**src/rtl/sifreleme_yurut_denetleyici.sv**
```systemverilog
// sifreleme_yurut_denetleyici: two-stage issue/retire wrapper around the combinational encryption unit.
// Define SIFRELEME_SAYAC_EN to add the retired-result and illegal-result counters.
`ifndef SIFRELEME_HMDST
`define SIFRELEME_HMDST 3'd0
`endif
`ifndef SIFRELEME_PKG
`define SIFRELEME_PKG 3'd1
`endif
`ifndef SIFRELEME_RVRS
`define SIFRELEME_RVRS 3'd2
`endif
`ifndef SIFRELEME_SLADD
`define SIFRELEME_SLADD 3'd3
`endif
`ifndef SIFRELEME_CNTZ
`define SIFRELEME_CNTZ 3'd4
`endif
`ifndef SIFRELEME_CNTP
`define SIFRELEME_CNTP 3'd5
`endif

module sifreleme_yurut_denetleyici #(
    parameter int RD_GEN   = 5,
    parameter int VERI_GEN = 32
) (
    input  logic                clk_i,
    input  logic                rst_i,
    input  logic                istek_gecerli_i,
    output logic                istek_hazir_o,
    input  logic [31:0]         buyruk_i,
    input  logic [VERI_GEN-1:0] rs1_deger_i,
    input  logic [VERI_GEN-1:0] rs2_deger_i,
    input  logic [RD_GEN-1:0]   rd_adres_i,
    input  logic                temizle_i,
    output logic [2:0]          kontrol_o,
    output logic [VERI_GEN-1:0] deger1_o,
    output logic [VERI_GEN-1:0] deger2_o,
    input  logic [VERI_GEN-1:0] sonuc_i,
    output logic                sonuc_gecerli_o,
    input  logic                sonuc_hazir_i,
    output logic [VERI_GEN-1:0] sonuc_o,
    output logic [RD_GEN-1:0]   sonuc_rd_o,
    output logic                gecersiz_o
`ifdef SIFRELEME_SAYAC_EN
    ,
    output logic [31:0]         tamamlanan_o,
    output logic [15:0]         gecersiz_sayisi_o
`endif
);
    logic [2:0]          f3, kod;
    logic                yasal, s2_bos, s1_ilerle, kabul;
    logic                s1_v_q, s1_v_d, s1_gec_q, s1_gec_d;
    logic [2:0]          s1_kon_q, s1_kon_d;
    logic [VERI_GEN-1:0] s1_d1_q, s1_d1_d, s1_d2_q, s1_d2_d;
    logic [RD_GEN-1:0]   s1_rd_q, s1_rd_d, s2_rd_q, s2_rd_d;
    logic                s2_v_q, s2_v_d, s2_gec_q, s2_gec_d;
    logic [VERI_GEN-1:0] s2_son_q, s2_son_d;
    logic                unused_buyruk;

    assign unused_buyruk = ^{buyruk_i[31:15], buyruk_i[11:7]};
    assign f3    = buyruk_i[14:12];
    assign yasal = buyruk_i[6:0] == 7'b0001011 && !(f3[2] && f3[1]);
    assign kod   = f3 == 3'b001 ? `SIFRELEME_PKG   :
                   f3 == 3'b010 ? `SIFRELEME_RVRS  :
                   f3 == 3'b011 ? `SIFRELEME_SLADD :
                   f3 == 3'b100 ? `SIFRELEME_CNTZ  :
                   f3 == 3'b101 ? `SIFRELEME_CNTP  : `SIFRELEME_HMDST;

    assign s2_bos        = !s2_v_q || sonuc_hazir_i;
    assign s1_ilerle     = s1_v_q && s2_bos;
    assign istek_hazir_o = !s1_v_q || s2_bos;
    assign kabul         = istek_gecerli_i && istek_hazir_o && !temizle_i;

    always_comb begin
        s1_v_d   = temizle_i ? 1'b0 : kabul ? 1'b1 : s1_ilerle ? 1'b0 : s1_v_q;
        s1_gec_d = kabul ? !yasal : s1_gec_q;
        s1_kon_d = kabul ? kod : s1_kon_q;
        s1_d1_d  = kabul ? rs1_deger_i : s1_d1_q;
        s1_d2_d  = kabul ? rs2_deger_i : s1_d2_q;
        s1_rd_d  = kabul ? rd_adres_i : s1_rd_q;
        s2_v_d   = temizle_i ? 1'b0 : s1_ilerle ? 1'b1 : s2_bos ? 1'b0 : s2_v_q;
        s2_son_d = (s1_ilerle && !temizle_i) ? (s1_gec_q ? '0 : sonuc_i) : s2_son_q;
        s2_gec_d = (s1_ilerle && !temizle_i) ? s1_gec_q : s2_gec_q;
        s2_rd_d  = (s1_ilerle && !temizle_i) ? s1_rd_q : s2_rd_q;
    end

    always_ff @(posedge clk_i) begin
        if (rst_i) begin
            s1_v_q   <= 1'b0;
            s1_gec_q <= 1'b0;
            s1_kon_q <= `SIFRELEME_HMDST;
            s1_d1_q  <= '0;
            s1_d2_q  <= '0;
            s1_rd_q  <= '0;
            s2_v_q   <= 1'b0;
            s2_son_q <= '0;
            s2_gec_q <= 1'b0;
            s2_rd_q  <= '0;
        end else begin
            s1_v_q   <= s1_v_d;
            s1_gec_q <= s1_gec_d;
            s1_kon_q <= s1_kon_d;
            s1_d1_q  <= s1_d1_d;
            s1_d2_q  <= s1_d2_d;
            s1_rd_q  <= s1_rd_d;
            s2_v_q   <= s2_v_d;
            s2_son_q <= s2_son_d;
            s2_gec_q <= s2_gec_d;
            s2_rd_q  <= s2_rd_d;
        end
    end

    assign kontrol_o       = s1_kon_q;
    assign deger1_o        = s1_d1_q;
    assign deger2_o        = s1_d2_q;
    assign sonuc_gecerli_o = s2_v_q;
    assign sonuc_o         = s2_son_q;
    assign sonuc_rd_o      = s2_rd_q;
    assign gecersiz_o      = s2_gec_q;

`ifdef SIFRELEME_SAYAC_EN
    // Counts writeback handshakes; flush does not touch them.
    logic [31:0] tam_q, tam_d;
    logic [15:0] gsay_q, gsay_d;
    logic        teslim;

    assign teslim = s2_v_q && sonuc_hazir_i;

    always_comb begin
        tam_d  = teslim ? tam_q + 32'd1 : tam_q;
        gsay_d = (teslim && s2_gec_q) ? gsay_q + 16'd1 : gsay_q;
    end

    always_ff @(posedge clk_i) begin
        if (rst_i) begin
            tam_q  <= '0;
            gsay_q <= '0;
        end else begin
            tam_q  <= tam_d;
            gsay_q <= gsay_d;
        end
    end

    assign tamamlanan_o      = tam_q;
    assign gecersiz_sayisi_o = gsay_q;
`endif
endmodule

```
**config.mk**
```make
export PLATFORM = sky130hd
export DESIGN_NAME = sifreleme_yurut_denetleyici
export DESIGN_NICKNAME = d
export VERILOG_FILES = /design/src/rtl/sifreleme_yurut_denetleyici.sv
export SDC_FILE = /design/constraint.sdc
export NUM_CORES = 1
export LEC_CHECK = 0
export ABC_AREA = 1
export CELL_PAD_IN_SITES_DETAIL_PLACEMENT = 1
export CELL_PAD_IN_SITES_GLOBAL_PLACEMENT = 2
export CORE_MARGIN = 2
export CORE_UTILIZATION = 21
export DETAILED_ROUTE_END_ITERATION = 7
export PLACE_DENSITY = 0.95
export REMOVE_ABC_BUFFERS = 1
export SYNTH_ARGS = -nofsm -noshare
export SYNTH_HDL_FRONTEND = slang
export SYNTH_SLANG_ARGS = --single-unit
```
**constraint.sdc**
```tcl
create_clock -name clk_i -period 1.86 [get_ports clk_i]
set_input_delay 0.186 -clock clk_i [delete_from_list [all_inputs] [get_ports clk_i]]
set_output_delay 0.186 -clock clk_i [all_outputs]
set_load 0.005 [all_outputs]
```
==> qor.txt, run 1 <==
Status = complete, no violations
Crit-path max FO = 3
Comb pwr share = 0.131
Number of synthesized register bits = 113
HPWL Detailed = 10500 um
Mapped Area = 4390 um2
Critical Path Start Type = flop
# port buffers = 222
Antenna cell count = 0
Final TNS setup = 0 ns
Boundary Pins = 245
R2R Setup Slk = 0.53 ns
Switching share of power = 0.235
FF-to-FF Start = s1_v_q$_SDFFE_PP0P_
Ys Warns = 0
Most numerous cell in the Yosys netlist = nor2_1
Top-area cell type share of the netlist area = 0.515
CP required = 1.67 ns
Post-synth EDFFs = 0
Total power = 6810 uW
Final WL = 14800 um
Pwr dens = 918 nW/um2
Drt drc = 0
GRT Total Usage = 0.137
Internal = 5210 uW
Initial Utilization = 0.216
Max-slew violation count = 0
Clock Sinks = 113
Vias per Instance = 4.08
Fin crit period = 1.57 ns
RD Place Congestion = 0.706
FF-to-FF End = sonuc_o[16]$_SDFFE_PP0P_
Layout cells sized above 1 = 0.0954
Setup repair bufs after CTS = 0
Post-route clock period utilization = 0.845
Worst r2r path cells = 6
Later-pin clock latency in the skew report = 0.41 ns
Worst Hold Depth = 3
Global-route wire length before repair = 23500 um
Die area = 22100 um2
CTS Hold Bufs = 0
Placed cells = 1045
Post-DR wirelength/cell = 13.8 um
Detailed Routing Iterations Pass 1 = 4
Clock transition at path regs = 0.05 ns
Peak supply drop = 0.000555 V
Clk pwr share = 0.485
Post-synthesis sequential area ratio = 0.515
Worst Hold Endpoint = sonuc_o[31]$_SDFFE_PP0P_
Finished Layout Cells = 1077
Iter 0 DRT Violations = 103
Critical Path AT = 1.39 ns
Async SR Flop Fraction = 0
Rows = 52
Die span in x = 149 um
Synth area leader = dfxtp_1
Clock skew = 0.00896 ns
Post-route antenna net violation count = 0
Largest net degree at the start of global routing = 61
H-tree Lvls = 4
Max-cap viol count = 0
Final Core Density = 0.364
Final Hold Fails = 0
Top cells by count, synth = nor2_1, dfxtp_1, nand2_1
Post-cts resize count = 0
Worst slew pin tran = 0.393 ns
RSZ-0062 raised after global routing = false
Clock Tree Buf Depth = 2
Hold Startpoint = sonuc_i[31]
Endpoint class of the critical path = output pin
Via count = 4391
Avg Inst Size Synth = 7.58 um2
Root Buffer = clkbuf_16
CTS tree = yes
Library cells used by synthesis = 23
Area grow syn2layout = 68.9%
Die height = 149 um
Type of the most critical hold path = input pin to flop
Cell area after layout = 7420 um2
Critical path class = flop to output pin
CTS buffer count = 17
Placement Cell Area = 6830 um2
Gr ovfl total = 0
Leakage = 0.00288 uW
Switching power of the nets = 1600 uW
Number of global-route vias before repair = 4590
Slew headroom = 0.738
Initial antenna violation count = 0
Setup violations, final = 0
Synth Instances = 579
Top cells by area, synth = dfxtp_1, nor2_1, o21ai_0
Fmax achieved = 636 MHz
Synth Flop Type = dfxtp_1
Core area = 20400 um2
Sequential power share = 0.384
Post-layout nets = 932
area by class of cell:
type,instances,area (um2)
fill,2429,12900
multi-input combinational,387,1700
clock inverter,12,140
sequential,113,2260
timing repair buffer,234,2370
clock buffer,20,447
tap,270,338
inverter,41,159
layout by cell type, fill, tap and decap left out, drive strengths merged:
cell type	synthesis	routed
clkbuf	18	20
nand3	1	1
nand4	1	1
a21oi	35	35
dfxtp	113	113
clkdlybuf4s50	0	222
nor2	194	194
nand2	79	79
o21ai	76	76
buf	20	12
clkinv	0	7
inv	41	41
clkinvlp	0	2
bufinv	0	3
or2	1	1
power by group through the flow:
stage	Combinational (uW)	Sequential (uW)	Clock, uW
2_1_floorplan	268	2680	0
3_3_place_gp	897	2660	0
3_5_place_dp	906	2670	0
4_1_cts	913	2620	3410
5_1_grt	994	2630	3510
6_report	895	2610	3300
stage by stage:
stage	setup WS [ns]	hold slack [ns]
3_3_place_gp	0.247	0.452
4_1_cts	0.254	0.352
6_report	0.288	0.370
2_1_floorplan	0.316	0.248
3_5_place_dp	0.160	0.456
5_1_grt	0.225	0.373
flip-flops by register name, indices dropped and copies added (netlist names):
signal           cells
deger1_o            32
deger2_o            32
gecersiz_o           1
kontrol_o            3
s1_gec_q             1
s1_rd_q              5
s1_v_q               1
sonuc_gecerli_o      1
sonuc_o             32
sonuc_rd_o           5
worst max-delay path by stage:
stage,from,endpoint,slack [ns],cells past startpoint
2_1_floorplan,sonuc_gecerli_o$_SDFFE_PP0P_,kontrol_o[2]$_SDFFE_PP0P_,0.32,6
4_1_cts,sonuc_gecerli_o$_SDFFE_PP0P_,istek_hazir_o,0.25,2
3_3_place_gp,temizle_i,sonuc_o[9]$_SDFFE_PP0P_,0.25,6
3_5_place_dp,temizle_i,sonuc_o[16]$_SDFFE_PP0P_,0.16,6
5_1_grt,sonuc_gecerli_o$_SDFFE_PP0P_,istek_hazir_o,0.22,2
6_report,sonuc_gecerli_o$_SDFFE_PP0P_,istek_hazir_o,0.29,2
routing by layer:
metal	GRT usage	share of wire
met1	0.148	0.42
met2	0.229	0.45
met3	0.0718	0.12
met4	0.0524	0.016
met5	0	0
worst max-delay path, stage by stage (launching register included):
cell and delay [ns]:
dfxtp_1 0.37, nand3_2 0.14, clkdlybuf4s50_1 0.47
kinds of logic (layout without fill, tap and decap cells):
kind of cell / after synthesis / in the layout / synth area share
AO/OA/AOI/OAI: 111 / 111 / 0.131
flip-flops: 113 / 113 / 0.515
buffers and inverters: 79 / 307 / 0.0986
AND/OR/NAND/NOR: 276 / 276 / 0.256
Note: power is estimated with default switching activity, not from simulation.
==> run 2, diff against run 1 <==
- CORE_UTILIZATION: 21 -> 18
- PLACE_DENSITY: 0.95 -> 0.88
- clock period: 1.86 -> 1.3 ns (I/O delays scaled with it)
==> qor.txt, run 2 (synthesis results as in run 1) <==
Status = complete, no violations
Via count = 4427
Type of the most critical hold path = input pin to flop
Met2 Use GR = 0.194
Die height = 160 um
Hold Worst Slack = 0.327 ns
Post-route antenna net violation count = 0
Critical Path Start Type = flop
Boundary Pins = 245
GRT Total Usage = 0.124
Final TNS setup = 0 ns
Gr ovfl total = 0
Vias per Instance = 3.89
Total power = 9510 uW
CTS tree = yes
Post-DR wirelength/cell = 13.5 um
Endpoint class of the critical path = output pin
Critical path class = flop to output pin
Drt drc = 0
Post-route clock period utilization = 0.914
HPWL Detailed = 11100 um
Commonest cells after routing, fill and taps aside = nor2_1, clkdlybuf4s50_1, dlygate4sd2_1
Initial antenna violation count = 1
Placed cells = 1106
Setup repair bufs after CTS = 0
Later-pin clock latency in the skew report = 0.42 ns
Cell area after layout = 7450 um2
Layout cells sized above 1 = 0.116
Die span in x = 160 um
Finished Layout Cells = 1137
Critical Path AT = 1.06 ns
Crit path buf inv count = 1
# port buffers = 222
Switching share of power = 0.240
Crit-path leading delay family = buffers and inverters
H-tree Lvls = 4
Core area = 24100 um2
Worst-path cell chain = dlygate4sd2_1
Slew headroom = 0.772
Switching power of the nets = 2280 uW
Met3 Usage GRT = 0.0662
Fin crit period = 1.19 ns
Post-layout nets = 939
Max-slew violation count = 0
CTS Hold Bufs = 0
Clk pwr share = 0.480
RD Place Congestion = 0.722
Pwr dens = 1280 nW/um2
CP required = 1.17 ns
Most common cell after layout, fill and taps aside = nor2_1
Max-cap viol count = 0
Sequential power share = 0.394
CTS buffer count = 17
Peak supply drop = 0.000725 V
Root Buffer = clkbuf_16
FILL cells = 2974
GR peak layer = met2
Final WL = 15400 um
Critical-path top delay cell = dlygate4sd2_1
Antenna cell count = 0
Clock Tree Buf Depth = 2
Die area = 25700 um2
Iter 0 DRT Violations = 144
Number of global-route vias before repair = 4592
Rows = 57
Clock Sinks = 113
Clock skew = 0.00959 ns
RSZ-0062 raised after global routing = false
Placement Cell Area = 7000 um2
Met1 Use GR = 0.141
Crit path largest cell delay = 0.33 ns
Fmax achieved = 841 MHz
Area grow syn2layout = 69.7%
Global-route wire length before repair = 24900 um
Setup violations, final = 0
Comb pwr share = 0.126
Leakage = 0.00335 uW
Detailed Routing Iterations Pass 1 = 4
Largest net degree at the start of global routing = 60
Worst slew pin tran = 0.341 ns
Internal = 7220 uW
Clock transition at path regs = 0.06 ns
Final Hold Fails = 0
Initial Utilization = 0.182
Crit-path max FO = 2
## run 2: changes by cell type in the layout (fill, tap and decap cells not counted), moves of 3 or more
| cell | change |
|---|---|
| clkdlybuf4s50_1 | -107 |
| dlygate4sd2_1 | +106 |
| dfxtp_1 | -9 |
| dfxtp_2 | +9 |
| buf_12 | +4 |
| buf_4 | +3 |
| clkinv_2 | -3 |
## run 2: worst reg2reg max path: stages (launching register included)
cell and delay, ns:
dfxtp_1 0.34, inv_1 0.08, nor2_4 0.12, nand2_4 0.09, buf_12 0.18, o21ai_0 0.18, nor2_1 0.06
## run 2: final cells by class
class                      instances  area (um2)  area share
clock buffer                      21         460      0.0618
clock inverter                    10         111      0.0149
inverter                          41         159      0.0213
multi-input combinational        387        1710       0.229
sequential                       113        2270       0.305
tap                              324         405      0.0544
timing repair buffer             241        2340       0.314
## run 2: power groups by stage
stage	Combinational [uW]	Sequential (uW)	Clock [uW]
2_1_floorplan	383	3840	0
3_3_place_gp	1320	3810	0
3_5_place_dp	1330	3820	0
4_1_cts	1230	3750	4760
5_1_grt	1340	3770	4900
6_report	1200	3740	4570
## run 2: final timing paths
path / from / end / slack (ns) / cells after the start
min: rs1_deger_i[14] / deger1_o[14]$_SDFFE_PP0P_ / 0.33 / 3
min reg2reg: sonuc_o[13]$_SDFFE_PP0P_ / sonuc_o[13]$_SDFFE_PP0P_ / 0.46 / 2
max: deger2_o[10]$_SDFFE_PP0P_ / deger2_o[10] / 0.11 / 1
max reg2reg: s1_v_q$_SDFFE_PP0P_ / sonuc_rd_o[1]$_SDFFE_PP0P_ / 0.14 / 6
## run 2: layer usage
metal	up-vias	wire (um)
li1	2241	-
met1	1979	6590
met2	186	6690
met3	21	1760
met4	0	333
met5	-	0
## run 2: metrics by stage
stage	util	setup WS [ns]
2_1_floorplan	-	-0.244
3_3_place_gp	0.290	-0.160
3_5_place_dp	0.290	-0.192
4_1_cts	0.309	0.0229
5_1_grt	0.309	0.00946
6_report	0.309	0.111
## run 2: what timing repair did
action | 4_1_cts | 5_1_grt
hold endpoints to repair | 0 | 0
pin swaps | 1 | 0
gates resized for setup | 117 | 3
endpoints found under the setup margin | 107 | 8
==> run 3, diff against run 2 <==
- SETUP_SLACK_MARGIN: not set -> 0.15
==> qor.txt, run 3 (synthesis results as in run 1) <==
RD Place Congestion = 0.722
CTS Hold Bufs = 0
RSZ-0062 raised after global routing = true
Max-slew violation count = 0
Drt drc = 0
Max-cap viol count = 0
Post-route antenna net violation count = 0
Post-layout nets = 960
Worst slew pin tran = 0.364 ns
Critical Path AT = 1.55 ns
Clock Sinks = 113
CTS buffer count = 17
Crit-path max FO = 8
Gr ovfl total = 0
CTS tree = yes
Fin crit period = 1.26 ns
H-tree Lvls = 4
Status = complete, no violations
Global-route wire length before repair = 25700 um
# port buffers = 222
Area grow syn2layout = 82.5%
Initial Utilization = 0.182
Number of global-route vias before repair = 4698
Final TNS setup = 0 ns
Final Hold Fails = 0
Antenna cell count = 0
Layout cells sized above 1 = 0.279
Pwr dens = 1210 nW/um2
Post-DR wirelength/cell = 14.9 um
Peak supply drop = 0.000726 V
Finished Layout Cells = 1158
Clock Tree Buf Depth = 2
Initial antenna violation count = 1
Hold Startpoint = rs1_deger_i[19]
Most common cell after layout, fill and taps aside = nor2_1
Clock transition at path regs = 0.06 ns
Clock skew = 0.00960 ns
Worst Hold Endpoint = deger1_o[19]$_SDFFE_PP0P_
Later-pin clock latency in the skew report = 0.41 ns
Rows = 57
Die span in x = 160 um
Slew headroom = 0.757
Die area = 25700 um2
HPWL Detailed = 11100 um
Leakage = 0.00334 uW
FF-to-FF Start = s1_v_q$_SDFFE_PP0P_
Via count = 4627
CP required = 1.59 ns
Final WL = 17200 um
Iter 0 DRT Violations = 201
FF-to-FF End = sonuc_o[13]$_SDFFE_PP0P_
Endpoint class of the critical path = flop
Critical Path Start Type = flop
Core area = 24100 um2
Type of the most critical hold path = input pin to flop
Commonest cells after routing, fill and taps aside = nor2_1, clkdlybuf4s50_1, dfxtp_1
Worst r2r path cells = 7
R2R Setup Slk = 0.04 ns
Vias per Instance = 4.00
Post-route clock period utilization = 0.968
Critical path class = flop to flop
Setup violations, final = 0
Boundary Pins = 245
Root Buffer = clkbuf_16
Largest net degree at the start of global routing = 60
Worst Hold Depth = 3
Placed cells = 1106
Detailed Routing Iterations Pass 1 = 4
Fmax achieved = 794 MHz
GRT Total Usage = 0.129
Die height = 160 um
## run 3: cell types whose count changed in the layout (fill, tap and decap cells not counted), moves of 7 or more
cell	change
buf_2	+8
clkbuf_2	+34
dfxtp_2	+32
nand2_2	+8
nand2_4	+10
clkdlybuf4s15_2	+12
o21ai_0	-8
clkdlybuf4s15_1	+42
nand2_1	-20
dlygate4sd2_1	-96
clkbuf_16	+7
dfxtp_1	-32
## run 3: how the worst max path moves through the flow
stage	startpoint	cells past startpoint	slack [ns]	end
after global routing	s1_v_q$_SDFFE_PP0P_	7	-0.02	sonuc_o[13]$_SDFFE_PP0P_
after floorplan	sonuc_gecerli_o$_SDFFE_PP0P_	6	-0.24	kontrol_o[2]$_SDFFE_PP0P_
after CTS	sonuc_gecerli_o$_SDFFE_PP0P_	7	0.02	sonuc_o[20]$_SDFFE_PP0P_
final	s1_v_q$_SDFFE_PP0P_	7	0.04	sonuc_o[13]$_SDFFE_PP0P_
after detailed placement	temizle_i	6	-0.19	sonuc_rd_o[1]$_SDFFE_PP0P_
after global placement	temizle_i	6	-0.16	sonuc_rd_o[4]$_SDFFE_PP0P_
## run 3: power breakdown
part	internal [uW]	total, uW	switching, uW
registers	3660	3760	105
logic	773	1350	575
clock network	2900	4590	1690
total	7330	9700	2370
## run 3: metal layers
layer | track usage | vias up | share of wire
met5 | 0 | - | 0
met4 | 0.0467 | 0 | 0.016
met3 | 0.0652 | 17 | 0.10
met2 | 0.210 | 181 | 0.47
met1 | 0.145 | 2139 | 0.42
li1 | - | 2290 | -
## run 3: area by class of cell
| cell class | instances | area (um2) |
|---|---|---|
| Clock buffer | 21 | 460 |
| Clock inverter | 10 | 111 |
| Fill cell | 2921 | 16100 |
| Inverter | 41 | 174 |
| Multi-Input combinational cell | 387 | 1880 |
| Sequential cell | 113 | 2310 |
| Tap cell | 324 | 405 |
| Timing Repair Buffer | 262 | 2670 |
## run 3: timing repair
item | 4_1_cts | 5_1_grt
endpoints found under the hold margin | 0 | 0
resized for setup | 218 | 164
buffers inserted | 4 | 5
cloned | 4 | 8
pin swaps | 2 | 13
endpoints found under the setup margin | 146 | 182
## run 3: critical path, stage by stage, from the launching register on
cell       delay, ns
dfxtp_2         0.34
inv_2           0.05
nor2_4          0.17
nand2_8         0.10
buf_12          0.15
clkbuf_16       0.16
nand2_1         0.08
a21oi_1         0.08
## run 3: per-stage QoR
stage                     area, um2  hold WS [ns]  total power [uW]  utilization  setup slack (ns)
after floorplan                4120         0.192              4220            -            -0.244
after global placement         7000         0.452              5130        0.290            -0.160
after detailed placement       7000         0.457              5150        0.290            -0.192
after CTS                      7710         0.300              9800        0.320            0.0152
after global routing           8010         0.324             10200        0.332           -0.0205
final                          8010         0.314              9700        0.332            0.0413
